$ cat config.mk
export PLATFORM = sky130hd
export DESIGN_NAME = pipeline_hazard_ctrl
export DESIGN_NICKNAME = d
export VERILOG_FILES = /design/src/rtl/pipeline_hazard_ctrl_pkg.sv /design/src/rtl/pipeline_hazard_ctrl_fwd_unit.sv /design/src/rtl/pipeline_hazard_ctrl.sv
export SDC_FILE = /design/constraint.sdc
export NUM_CORES = 1
export LEC_CHECK = 0
export ABC_AREA = 1
export CORE_UTILIZATION = 41
export CTS_BUF_LIST = sky130_fd_sc_hd__clkbuf_8
export DETAILED_ROUTE_END_ITERATION = 8
export PLACE_DENSITY = 0.95
export SLEW_MARGIN = 40
export SYNTH_ARGS = -nofsm -noshare
export SYNTH_HDL_FRONTEND = slang
export SYNTH_SLANG_ARGS = --single-unit
$ cat constraint.sdc
create_clock -name clk -period 3 [get_ports clk]
set_input_delay 0.45 -clock clk [delete_from_list [all_inputs] [get_ports clk]]
set_output_delay 0.45 -clock clk [all_outputs]
set_load 0.03 [all_outputs]
$ cat src/rtl/pipeline_hazard_ctrl_pkg.sv
// Shared types and constants for the pipeline hazard controller: FSM states,
// forwarding-select encodings, register address width and the source-match helper.
package pipeline_hazard_ctrl_pkg;

    localparam int REG_ADDR_LEN = 5;
    localparam int CNT_W        = 4;

    typedef enum logic [1:0] {
        RUN        = 2'd0,
        LOAD_STALL = 2'd1,
        RAW_WAIT   = 2'd2,
        MEM_WAIT   = 2'd3
    } hazardState_e;

    localparam logic [1:0] FWD_SEL_REGFILE = 2'b00;
    localparam logic [1:0] FWD_SEL_EXMEM   = 2'b10;
    localparam logic [1:0] FWD_SEL_MEMWB   = 2'b01;

    // $0 is hard-wired, so a zero destination never matches a source.
    function automatic logic idReads(input logic [REG_ADDR_LEN-1:0] dest,
                                     input logic [REG_ADDR_LEN-1:0] rsAddr,
                                     input logic                    rsUsed,
                                     input logic [REG_ADDR_LEN-1:0] rtAddr,
                                     input logic                    rtUsed);
        return (dest != '0) && ((rsUsed && (rsAddr == dest)) || (rtUsed && (rtAddr == dest)));
    endfunction

endpackage

$ cat src/rtl/pipeline_hazard_ctrl_fwd_unit.sv
// Forwarding compare for the EX stage ALU operands; the younger MEM result
// wins over the WB result.
module pipeline_fwd_unit
    import pipeline_hazard_ctrl_pkg::*;
(
    input  logic [REG_ADDR_LEN-1:0] ex_rs_addr_i,
    input  logic [REG_ADDR_LEN-1:0] ex_rt_addr_i,
    input  logic                    mem_reg_write_i,
    input  logic [REG_ADDR_LEN-1:0] mem_write_reg_addr_i,
    input  logic                    wb_reg_write_i,
    input  logic [REG_ADDR_LEN-1:0] wb_write_reg_addr_i,
    output logic [1:0]              fwd_a_sel_o,
    output logic [1:0]              fwd_b_sel_o
);

    function automatic logic [1:0] selFor(input logic [REG_ADDR_LEN-1:0] src,
                                          input logic                    memWr,
                                          input logic [REG_ADDR_LEN-1:0] memDest,
                                          input logic                    wbWr,
                                          input logic [REG_ADDR_LEN-1:0] wbDest);
        if (src == '0)                   return FWD_SEL_REGFILE;
        if (memWr && (memDest == src))   return FWD_SEL_EXMEM;
        if (wbWr && (wbDest == src))     return FWD_SEL_MEMWB;
        return FWD_SEL_REGFILE;
    endfunction

    always_comb begin
        fwd_a_sel_o = selFor(ex_rs_addr_i, mem_reg_write_i, mem_write_reg_addr_i,
                             wb_reg_write_i, wb_write_reg_addr_i);
        fwd_b_sel_o = selFor(ex_rt_addr_i, mem_reg_write_i, mem_write_reg_addr_i,
                             wb_reg_write_i, wb_write_reg_addr_i);
    end

endmodule

$ cat src/rtl/pipeline_hazard_ctrl.sv
// Stall/flush/forwarding controller for the 5-stage pipeline.
// Define FWD_EN to enable operand forwarding (only load-use then stalls).
module pipeline_hazard_ctrl
    import pipeline_hazard_ctrl_pkg::*;
#(
    parameter int RAW_EX_WAIT  = 2,
    parameter int RAW_MEM_WAIT = 1
) (
    input  logic                    clk,
    input  logic                    rst,
    input  logic [REG_ADDR_LEN-1:0] id_rs_addr_i,
    input  logic [REG_ADDR_LEN-1:0] id_rt_addr_i,
    input  logic                    id_rs_used_i,
    input  logic                    id_rt_used_i,
    input  logic [REG_ADDR_LEN-1:0] ex_rs_addr_i,
    input  logic [REG_ADDR_LEN-1:0] ex_rt_addr_i,
    input  logic                    ex_mem_read_i,
    input  logic                    ex_reg_write_i,
    input  logic [REG_ADDR_LEN-1:0] ex_write_reg_addr_i,
    input  logic                    mem_reg_write_i,
    input  logic [REG_ADDR_LEN-1:0] mem_write_reg_addr_i,
    input  logic                    wb_reg_write_i,
    input  logic [REG_ADDR_LEN-1:0] wb_write_reg_addr_i,
    input  logic                    branch_taken_i,
    input  logic                    jump_id_i,
    input  logic                    dmem_busy_i,
    output logic                    pc_stall_o,
    output logic                    if_id_stall_o,
    output logic                    id_ex_stall_o,
    output logic                    ex_mem_stall_o,
    output logic                    mem_wb_stall_o,
    output logic                    if_id_flush_o,
    output logic                    id_ex_flush_o,
    output logic                    ex_mem_flush_o,
    output logic [1:0]              fwd_a_sel_o,
    output logic [1:0]              fwd_b_sel_o,
    output logic [1:0]              hazard_state_o
);

    hazardState_e     state_q, state_d;
    logic [CNT_W-1:0] stallCnt_q, stallCnt_d;

    logic             hazardHit;
    hazardState_e     hazardTarget;
    logic [CNT_W-1:0] hazardCnt;
    logic [1:0]       fwdA, fwdB;

`ifdef FWD_EN
    localparam int unusedWaits = RAW_EX_WAIT + RAW_MEM_WAIT;

    always_comb begin
        hazardHit    = ex_mem_read_i && ex_reg_write_i &&
                       idReads(ex_write_reg_addr_i, id_rs_addr_i, id_rs_used_i,
                               id_rt_addr_i, id_rt_used_i);
        hazardTarget = LOAD_STALL;
        hazardCnt    = '0;
    end

    pipeline_fwd_unit uFwdUnit (
        .ex_rs_addr_i         (ex_rs_addr_i),
        .ex_rt_addr_i         (ex_rt_addr_i),
        .mem_reg_write_i      (mem_reg_write_i),
        .mem_write_reg_addr_i (mem_write_reg_addr_i),
        .wb_reg_write_i       (wb_reg_write_i),
        .wb_write_reg_addr_i  (wb_write_reg_addr_i),
        .fwd_a_sel_o          (fwdA),
        .fwd_b_sel_o          (fwdB)
    );
`else
    logic rawEx, rawMem;
    logic unusedInputs;

    // The detect cycle itself stalls, so a wait of 1 needs no RAW_WAIT visit.
    always_comb begin
        rawEx        = ex_reg_write_i &&
                       idReads(ex_write_reg_addr_i, id_rs_addr_i, id_rs_used_i,
                               id_rt_addr_i, id_rt_used_i);
        rawMem       = mem_reg_write_i &&
                       idReads(mem_write_reg_addr_i, id_rs_addr_i, id_rs_used_i,
                               id_rt_addr_i, id_rt_used_i);
        hazardHit    = rawEx || rawMem;
        hazardCnt    = rawEx ? CNT_W'(RAW_EX_WAIT) : CNT_W'(RAW_MEM_WAIT);
        hazardTarget = (hazardCnt > CNT_W'(1)) ? RAW_WAIT : RUN;
    end

    assign fwdA         = FWD_SEL_REGFILE;
    assign fwdB         = FWD_SEL_REGFILE;
    assign unusedInputs = ^{ex_rs_addr_i, ex_rt_addr_i, ex_mem_read_i,
                            wb_reg_write_i, wb_write_reg_addr_i};
`endif

    always_ff @(posedge clk or posedge rst) begin
        if (rst) begin
            state_q    <= RUN;
            stallCnt_q <= '0;
        end else begin
            state_q    <= state_d;
            stallCnt_q <= stallCnt_d;
        end
    end

    // MEM_WAIT with busy low re-evaluates the frozen pipeline exactly like RUN.
    always_comb begin
        state_d    = state_q;
        stallCnt_d = stallCnt_q;
        if (dmem_busy_i) begin
            state_d = MEM_WAIT;
        end else if (branch_taken_i) begin
            state_d    = RUN;
            stallCnt_d = '0;
        end else begin
            case (state_q)
                RAW_WAIT: begin
                    stallCnt_d = stallCnt_q - CNT_W'(1);
                    if (stallCnt_d <= CNT_W'(1)) begin
                        state_d    = RUN;
                        stallCnt_d = '0;
                    end
                end
                LOAD_STALL: begin
                    state_d = RUN;
                end
                default: begin
                    state_d    = hazardHit ? hazardTarget : RUN;
                    stallCnt_d = (hazardHit && (hazardTarget == RAW_WAIT)) ? hazardCnt : '0;
                end
            endcase
        end
    end

    always_comb begin
        pc_stall_o     = 1'b0;
        if_id_stall_o  = 1'b0;
        id_ex_stall_o  = 1'b0;
        ex_mem_stall_o = 1'b0;
        mem_wb_stall_o = 1'b0;
        if_id_flush_o  = 1'b0;
        id_ex_flush_o  = 1'b0;
        ex_mem_flush_o = 1'b0;
        if (!rst) begin
            if (dmem_busy_i) begin
                pc_stall_o     = 1'b1;
                if_id_stall_o  = 1'b1;
                id_ex_stall_o  = 1'b1;
                ex_mem_stall_o = 1'b1;
                mem_wb_stall_o = 1'b1;
            end else if (branch_taken_i) begin
                if_id_flush_o  = 1'b1;
                id_ex_flush_o  = 1'b1;
                ex_mem_flush_o = 1'b1;
            end else if ((state_q == RAW_WAIT) ||
                         (((state_q == RUN) || (state_q == MEM_WAIT)) && hazardHit)) begin
                pc_stall_o     = 1'b1;
                if_id_stall_o  = 1'b1;
                id_ex_flush_o  = 1'b1;
            end else if (jump_id_i) begin
                if_id_flush_o  = 1'b1;
            end
        end
    end

    assign fwd_a_sel_o    = rst ? FWD_SEL_REGFILE : fwdA;
    assign fwd_b_sel_o    = rst ? FWD_SEL_REGFILE : fwdB;
    assign hazard_state_o = state_q;

endmodule

## Yosys cells after proc, flatten, opt, wreduce, memory -nomap -nowiden

Index checks and enable logic that the tools add are counted.

- Flip-flop bits (word level): 6
- Bits of input ports: 46
- Output and inout bits: 14
- Word-level logic and storage cells: 63

- $add $sub $neg: 1
- Magnitude comparators: 2
- Equality and inequality tests: 10
- Mux-type cells: 28
- Bitwise operators: 1
- Reduce and logical (&&, ||, !) cells: 19

Operators with widths:

| cell | number |
|---|---|
| 5-bit equality test | 4 |
| 1-bit two-way mux | 17 |
| 2-bit two-way mux | 7 |
| 1-bit logical AND | 10 |
| 5-bit nonzero test | 2 |
| 4-bit two-way mux | 2 |
| 4-bit one-hot mux with 2 select lines | 1 |
| 2-bit equality test, second input constant | 3 |
| 1-bit logical OR | 5 |
| 4-bit by 1-bit less-or-equal comparator with 1-bit output, second input constant | 1 |
| 4-bit != test, second input constant | 1 |
| 2-bit one-hot mux with 2 select lines | 1 |
| 4-bit by 1-bit subtractor with 4-bit output, second input constant | 1 |
| 2-bit by 1-bit equality test with 1-bit output, second input constant | 1 |
| 2-bit by 1-bit > comparator with 1-bit output, second input constant | 1 |
| 2-bit logical NOT | 1 |
| 2-bit != test, second input constant | 1 |
| 2-bit AND reduction | 1 |
| 1-bit inverter | 1 |

## Logic depth before layout (Yosys ltp)

Gate-level depths: netlist of the first run.

- Word-level depth: 13
- Mapped depth: 11
- Depth with buffers taken out: 11

## Worst setup path after synthesis of the first run

No wires, ideal clock.

- Path type: register -> output
- Start: register state_q[0], in the netlist hazard_state_o[0]
- End: output port pc_stall_o
- Data arrival time: 1.716 ns
- Slack: 0.834 ns
- Cell stages (with the launch flop): 7
- Path through: dfrtp_1 -> inv_1 -> ha_1 -> or2_2 -> nand3_1 -> nand2_1 -> buf_4

- Word-level cells in the longest chain between the ends: 8
- Elaborated cells on any way between the ends: 10
- Those cells by class: 2 x eq/ne; 4 x mux; 4 x reduce/logical

RTL lines:

| what | RTL line | text |
|---|---|---|
| start, declared | pipeline_hazard_ctrl.sv:40 | `hazardState_e state_q, state_d;` |
| start signal, assigned | pipeline_hazard_ctrl.sv:97 | `state_q <= state_d;` |
| 2-bit equality test / 2-bit logical NOT (equally long branches) | pipeline_hazard_ctrl.sv:152 | `(((state_q == RUN) \|\| (state_q == MEM_WAIT)) && hazardHit)) begin` |
| 1-bit logical OR | pipeline_hazard_ctrl.sv:152 |  |
| 1-bit logical AND | pipeline_hazard_ctrl.sv:152 |  |
| 1-bit logical OR * | pipeline_hazard_ctrl.sv:151 | `end else if ((state_q == RAW_WAIT) \|\|` |
| 1-bit two-way mux * (4 in series) | -- |  |
| end, declared | pipeline_hazard_ctrl.sv:27 | `output logic pc_stall_o,` |

Mark *: on every way between the ends. The rest lies on a longest branch, timed or not.

## Final worst setup path of the first run

- Start: input port id_rs_addr_i[3]
- End: output port id_ex_flush_o

- Word-level cells in the longest chain between the ends: 12
- Elaborated cells on any way between the ends: 17
- Those cells by class: 2 x eq/ne; 4 x mux; 11 x reduce/logical

RTL lines:

| what | RTL line | text |
|---|---|---|
| start, declared | pipeline_hazard_ctrl.sv:11 | `input logic [REG_ADDR_LEN-1:0] id_rs_addr_i,` |
| 5-bit equality test | pipeline_hazard_ctrl_pkg.sv:25 | `return (dest != '0) && ((rsUsed && (rsAddr == dest)) \|\| (rtUsed && (rtAddr == dest)));` |
| 1-bit logical AND | pipeline_hazard_ctrl_pkg.sv:25 |  |
| 1-bit logical OR | pipeline_hazard_ctrl_pkg.sv:25 |  |
| 1-bit logical AND | pipeline_hazard_ctrl_pkg.sv:25 |  |
| 1-bit logical AND, on equally long branches | pipeline_hazard_ctrl.sv:75, pipeline_hazard_ctrl.sv:78 |  |
| 1-bit logical OR * | pipeline_hazard_ctrl.sv:81 | `hazardHit = rawEx \|\| rawMem;` |
| 1-bit logical AND * | pipeline_hazard_ctrl.sv:152 |  |
| 1-bit logical OR * | pipeline_hazard_ctrl.sv:151 |  |
| 1-bit two-way mux * | pipeline_hazard_ctrl.sv:151 |  |
| 1-bit two-way mux * | pipeline_hazard_ctrl.sv:147 | `end else if (branch_taken_i) begin` |
| 1-bit two-way mux * | pipeline_hazard_ctrl.sv:141 | `if (dmem_busy_i) begin` |
| 1-bit two-way mux * | pipeline_hazard_ctrl.sv:140 | `if (!rst) begin` |
| end, declared | pipeline_hazard_ctrl.sv:33 | `output logic id_ex_flush_o,` |

Marked as above.

==> out/metrics.yaml, run 1 <==
outcome: "complete, no violations"
async_reset_ff_share_pct: 100
floorplan.rows: 17
wl_per_cell_um: 9.30
syn2layout_area_growth_pct: 44.6
dieArea_sq_um: 2500
slowest_stage: "clkdlybuf4s50_1"
core_sq_um: 2190
clock_sinks: 6
num_vias: 1134
post-route-min-period_ns: 2.86
worst_slack_ns: 0.144
cts_tree: "built"
dp_slack_ns: 0.108
die_w_um: 50.0
yosys.cell_count.top_type: "nand2_1"
start_kind: "primary input"
cts_made_buffers: 3
cpLargestDelayFamily: "buffers and inverters"
initial_core_util_pct: 43.1
cap_viol_max_count: 0
drc: 0
routabilityCongestion: 0.847
crit_type: "primary input to primary output"
finalSetupViolCount: 0
grt_pass1_wl_um: 3750
die_h_um: 50.0
path_buf_inv: 3
postCtsHoldBufs: 0
synth_seq_cells: 6
fillers: 192
ir_worst_vdd_uv: 176
ios: 60
antenna_found_initial: 0
fin_tns_setup_ns: 0
ys_types: 21
drive_gt1_share_pct: 8.88
clock.fmax_mhz: 350
rsz0062_at_grt: "no"
synthCells: 177
wl_um: 2250
grt_pass1_vias: 963
clk_root_buffer_cell: "clkbuf_8"
worstPathArrival_ns: 2.41
cp-startpoint: "id_rs_addr_i[3]"
antenna_cells: 0
timing.final.crit_share_pct: 95.2
htree_levels: 1
cts.clk_slew.worst_paths_ns: 0.04
gr-total-overflow: 0
ys.flop_type: "dfrtp_1"
leakage_nw: 0.781
dp_hpwl_um: 1920
drt_pre_antenna_iters: 4
grt_max_degree: 7
drt-initial-drc-count: 54
power_density_nw_per_um2: 287
slew_viol_final: 0
max_stage_delay_ns: 0.66
end_kind: "primary output"
ant_nets: 0
port_buffers: 38
yosysTopAreaCell: "nand2_1"
ys_seq_area_share_pct: 15.9
nets: 267
synth_warnings: 0
cp_max_fo: 3
reg2reg_from: "hazard_state_o[0]$_DFFE_PP0P_"
min_path_type: "primary input to async pin"
hold_viol_final: 0
worstPathCellList: "clkdlybuf4s50_1, inv_1, nand2_1, nand2_1, nor2_1, nand3_1, nand2_2, nand2_2, nand3_1, nand3_1, nand2_1, clkdlybuf4s50_1"
cts.path.max_buffers: 2
vias_per_cell: 4.69
synth_common_cells: "66 x nand2_1, 27 x inv_1, 23 x nor2_1, 10 x nand3_1, 8 x inv_2"
crit_required_ns: 2.55
fin_skew_ns: 0.000625
synth_top_area_share_pct: 26.3
avgSynthCellArea_sq_um: 5.33
synth_edf_count: 0
multi_input_area_sq_um: 621
seq_area_sq_um: 150
grt_use_total_pct: 19.3
synth_area_leaders: "nand2_1 26%, dfrtp_1 16%, inv_1 11%, nor2_1 9.2%, ha_1 6.6%"
worstSkewPairLatency_ns: 0.23
syn_area_sq_um: 943
per-stage QoR:
| stage | hold WS [ns] | power (mW) | cell area [sq um] | util, % | instances |
|---|---|---|---|---|---|
| after detailed placement | 0.534 | 0.269 | 1320 | 60.1 | 239 |
| after global placement | 0.530 | 0.265 | 1320 | 60.1 | 239 |
| final | 0.522 | 0.392 | 1360 | 62.3 | 242 |
| after CTS | 0.542 | 0.389 | 1360 | 62.0 | 242 |
| after floorplan | 0.241 | 0.199 | 955 | - | 180 |
| after global routing | 0.558 | 0.416 | 1360 | 62.3 | 242 |
cells in the final DEF (no fill, tap or decap), types with 3 or more instances in the layout:
cell and count:
clkbuf_8 3, clkdlybuf4s50_1 36, conb_1 4, dfrtp_1 6, ha_1 5, inv_1 27, inv_2 8, nand2_1 66
nand3_1 10, nand4_1 3, nor2_1 23, o21ai_0 6
registers in the layout, indices dropped and copies added, names as in the netlist:
| register | flops |
|---|---|
| stallCnt_q | 4 |
| hazard_state_o | 2 |
kinds of logic (layout without fill, tap and decap cells):
| group | Yosys count | in the layout | synth area share, % |
|---|---|---|---|
| AND/OR/NAND/NOR | 109 | 109 | 48.1 |
| AO/OA/AOI/OAI | 12 | 12 | 6.76 |
| other | 1 | 4 | 0.397 |
| buffers and inverters | 42 | 76 | 19.5 |
| adder cells (fa/ha/maj) | 5 | 5 | 6.63 |
| XOR/XNOR | 2 | 2 | 2.65 |
| flip-flops | 6 | 6 | 15.9 |
power breakdown:
part	leakage, nW	internal, mW	switching [mW]
Clock	0.0216	0.0864	0.0369
Combinational	0.682	0.0790	0.0986
Sequential	0.0777	0.0867	0.00418
path summary, 6_finish.rpt:
path	to	slack [ns]	cells past startpoint
max reg2reg	hazard_state_o[1]$_DFFE_PP0P_	1.54	7
min	hazard_state_o[0]$_DFFE_PP0P_	0.52	2
min in group clk	stallCnt_q[3]$_DFFE_PP0P_	0.54	2
max	id_ex_flush_o	0.14	12
max in group asynchronous	stallCnt_q[2]$_DFFE_PP0P_	2.29	2
min reg2reg	stallCnt_q[3]$_DFFE_PP0P_	0.54	2
final cells by class:
type | count | share of cell area (%)
Sequential cell | 6 | 11.0
Clock buffer | 3 | 3.03
Timing Repair Buffer | 38 | 28.3
Tap cell | 28 | 2.57
Multi-Input combinational cell | 132 | 45.5
Inverter | 35 | 9.63
worst reg2reg max path, cell delays in order, from the launching register on:
cell      delay (ns)
dfrtp_1         0.39
inv_1           0.08
ha_1            0.21
inv_1           0.09
nor2_1          0.22
nand2_1         0.14
o21ai_1         0.14
o21bai_1        0.12
layer usage:
metal	global-route usage, %	up-vias	part of all wire (%)
met5	0	-	0
met3	1.23	5	5.2
met2	32.4	44	47
met1	25.0	490	46
met4	8.57	0	1.6
li1	-	595	-
timing repair:
action	4_1_cts	5_1_grt
resized for setup	0	2
setup endpoints to repair	0	2
buffers inserted	0	0
No activity file was read; power rests on OpenSTA's default activity.
==> run 2, diff against run 1 <==
--- a/config.mk
+++ b/config.mk
@@ -7,8 +7,8 @@
 export LEC_CHECK = 0
 export ABC_AREA = 1
-export CORE_UTILIZATION = 41
+export CORE_UTILIZATION = 38
 export CTS_BUF_LIST = sky130_fd_sc_hd__clkbuf_8
 export DETAILED_ROUTE_END_ITERATION = 8
-export PLACE_DENSITY = 0.95
+export PLACE_DENSITY = 0.9
 export SLEW_MARGIN = 40
 export SYNTH_ARGS = -nofsm -noshare
==> constraint.sdc (replaced) <==
create_clock -name clk -period 3.1 [get_ports clk]
set_input_delay 0.465 -clock clk [delete_from_list [all_inputs] [get_ports clk]]
set_output_delay 0.465 -clock clk [all_outputs]
set_load 0.1 [all_outputs]
==> out/metrics.yaml, run 2 (synthesis gave the netlist of run 1 again) <==
p_int_mw: 0.250
power_density_nw_per_um2: 317
dp.cells: 239
cts.path.max_buffers: 2
routabilityCongestion: 0.933
max_stage_delay_ns: 0.56
cts.repair.resized: 0
drt_pre_antenna_iters: 4
worstPathArrival_ns: 2.10
worst_slack_ns: 0.536
slew_viol_final: 0
crit_required_ns: 2.63
power.switching_mw: 0.190
clk_root_buffer_cell: "clkbuf_8"
hold_slack_ns: 0.578
cp.depth: 12
start_kind: "primary input"
crit_type: "primary input to primary output"
end_kind: "primary output"
fillers: 212
cap_viol_max_count: 0
fin_skew_ns: 0.00265
grt_pass1_vias: 971
worstPathCellList: "clkdlybuf4s50_1, inv_1, nand2_1, nand2_1, nor2_1, nand3_1, nand2_1, nand2_1, nand3_1, nand3_1, nand2_1, buf_12"
min_path_type: "primary input to async pin"
ff2ff_path_depth: 8
worstSkewPairLatency_ns: 0.22
most-common-layout-cells: "66 x nand2_1, 28 x clkdlybuf4s50_1, 27 x inv_1"
wl_per_cell_um: 8.99
wl_um: 2180
grt_max_degree: 7
cp_max_fo: 4
syn2layout_area_growth_pct: 47.2
slowest_stage: "clkdlybuf4s50_1"
port_buffers: 38
cts_setup_buffers: 0
rsz0062_at_grt: "no"
die_w_um: 51.8
vias_per_cell: 4.52
postCtsHoldBufs: 0
hold_viol_final: 0
post-route-min-period_ns: 2.56
leakage_nw: 0.782
clock_sinks: 6
clock.fmax_mhz: 390
dp_hpwl_um: 1870
gr-total-overflow: 0
combPwrFrac_pct: 54.3
cts.clk_slew.worst_paths_ns: 0.04
core_sq_um: 2280
regMostFlops: "stallCnt_q"
cts_made_buffers: 3
dp_slack_ns: 0.565
finalSetupViolCount: 0
p_sw_share_pct: 43.2
drive_gt1_share_pct: 14.5
drt-initial-drc-count: 25
htree_levels: 1
initial_core_util_pct: 41.5
dieArea_sq_um: 2690
grt_use_total_pct: 18.8
antenna_found_initial: 0
die_h_um: 51.8
ios: 60
grt_pass1_wl_um: 3880
cts_tree: "built"
timing.final.crit_share_pct: 82.7
pwr-share-clk_pct: 25.8
drc: 0
nets: 267
seqPwrFrac_pct: 19.9
antenna_cells: 0
cpLargestDelayFamily: "buffers and inverters"
floorplan.rows: 17
cpMostUsedCell: "nand2_1"
num_vias: 1093
largest_reg_flops: 4
finalNonFillerCells: 242
layout_commonest_cell: "nand2_1"
ant_nets: 0
outcome: "complete, no violations"
p_total_mw: 0.441
path_buf_inv: 3
ir_worst_vdd_uv: 344
run 2: cell count changes in the layout (fill, tap and decap cells not counted), sizes merged:
cell	delta
buf	+10
dlymetal6s2s	-2
clkdlybuf4s50	-8
run 2: layout make-up:
| type | count | area (sq um) | share of cell area, % |
|---|---|---|---|
| inverters | 35 | 131 | 9.46 |
| clock buffers | 3 | 41.3 | 2.97 |
| multi-input cells | 132 | 626 | 45.0 |
| repair buffers | 38 | 405 | 29.2 |
| well taps | 28 | 35.0 | 2.52 |
| flip-flops and latches | 6 | 150 | 10.8 |
run 2: through the flow:
stage	area, sq um	utilization [%]	TNS, ns
after floorplan	960	-	-0.150
after global placement	1350	59.2	0
after detailed placement	1350	59.2	0
after CTS	1390	61.0	0
after global routing	1390	61.0	0
final	1390	61.0	0
run 2: power groups by stage:
stage | clock network (mW) | logic (mW) | registers [mW]
after global routing | 0.126 | 0.259 | 0.0884
after detailed placement | 0 | 0.238 | 0.0888
after CTS | 0.116 | 0.239 | 0.0880
after floorplan | 0 | 0.150 | 0.101
final | 0.114 | 0.239 | 0.0879
after global placement | 0 | 0.236 | 0.0885
run 2: per-layer routing:
layer / part of all wire [%] / track usage [%]
met5: 0 / 0
met4: 0 / 0
met3: 7.0 / 5.56
met2: 46 / 30.3
met1: 47 / 25.9
run 2: final timing paths:
kind	start	endpoint	slack, ns
min in group clk	stallCnt_q[3]$_DFFE_PP0P_	stallCnt_q[3]$_DFFE_PP0P_	0.58
min	rst	stallCnt_q[2]$_DFFE_PP0P_	0.58
max reg2reg	stallCnt_q[1]$_DFFE_PP0P_	hazard_state_o[1]$_DFFE_PP0P_	1.60
max	id_rs_addr_i[1]	if_id_stall_o	0.54
max in group asynchronous	rst	stallCnt_q[3]$_DFFE_PP0P_	2.33
min reg2reg	stallCnt_q[3]$_DFFE_PP0P_	stallCnt_q[3]$_DFFE_PP0P_	0.58
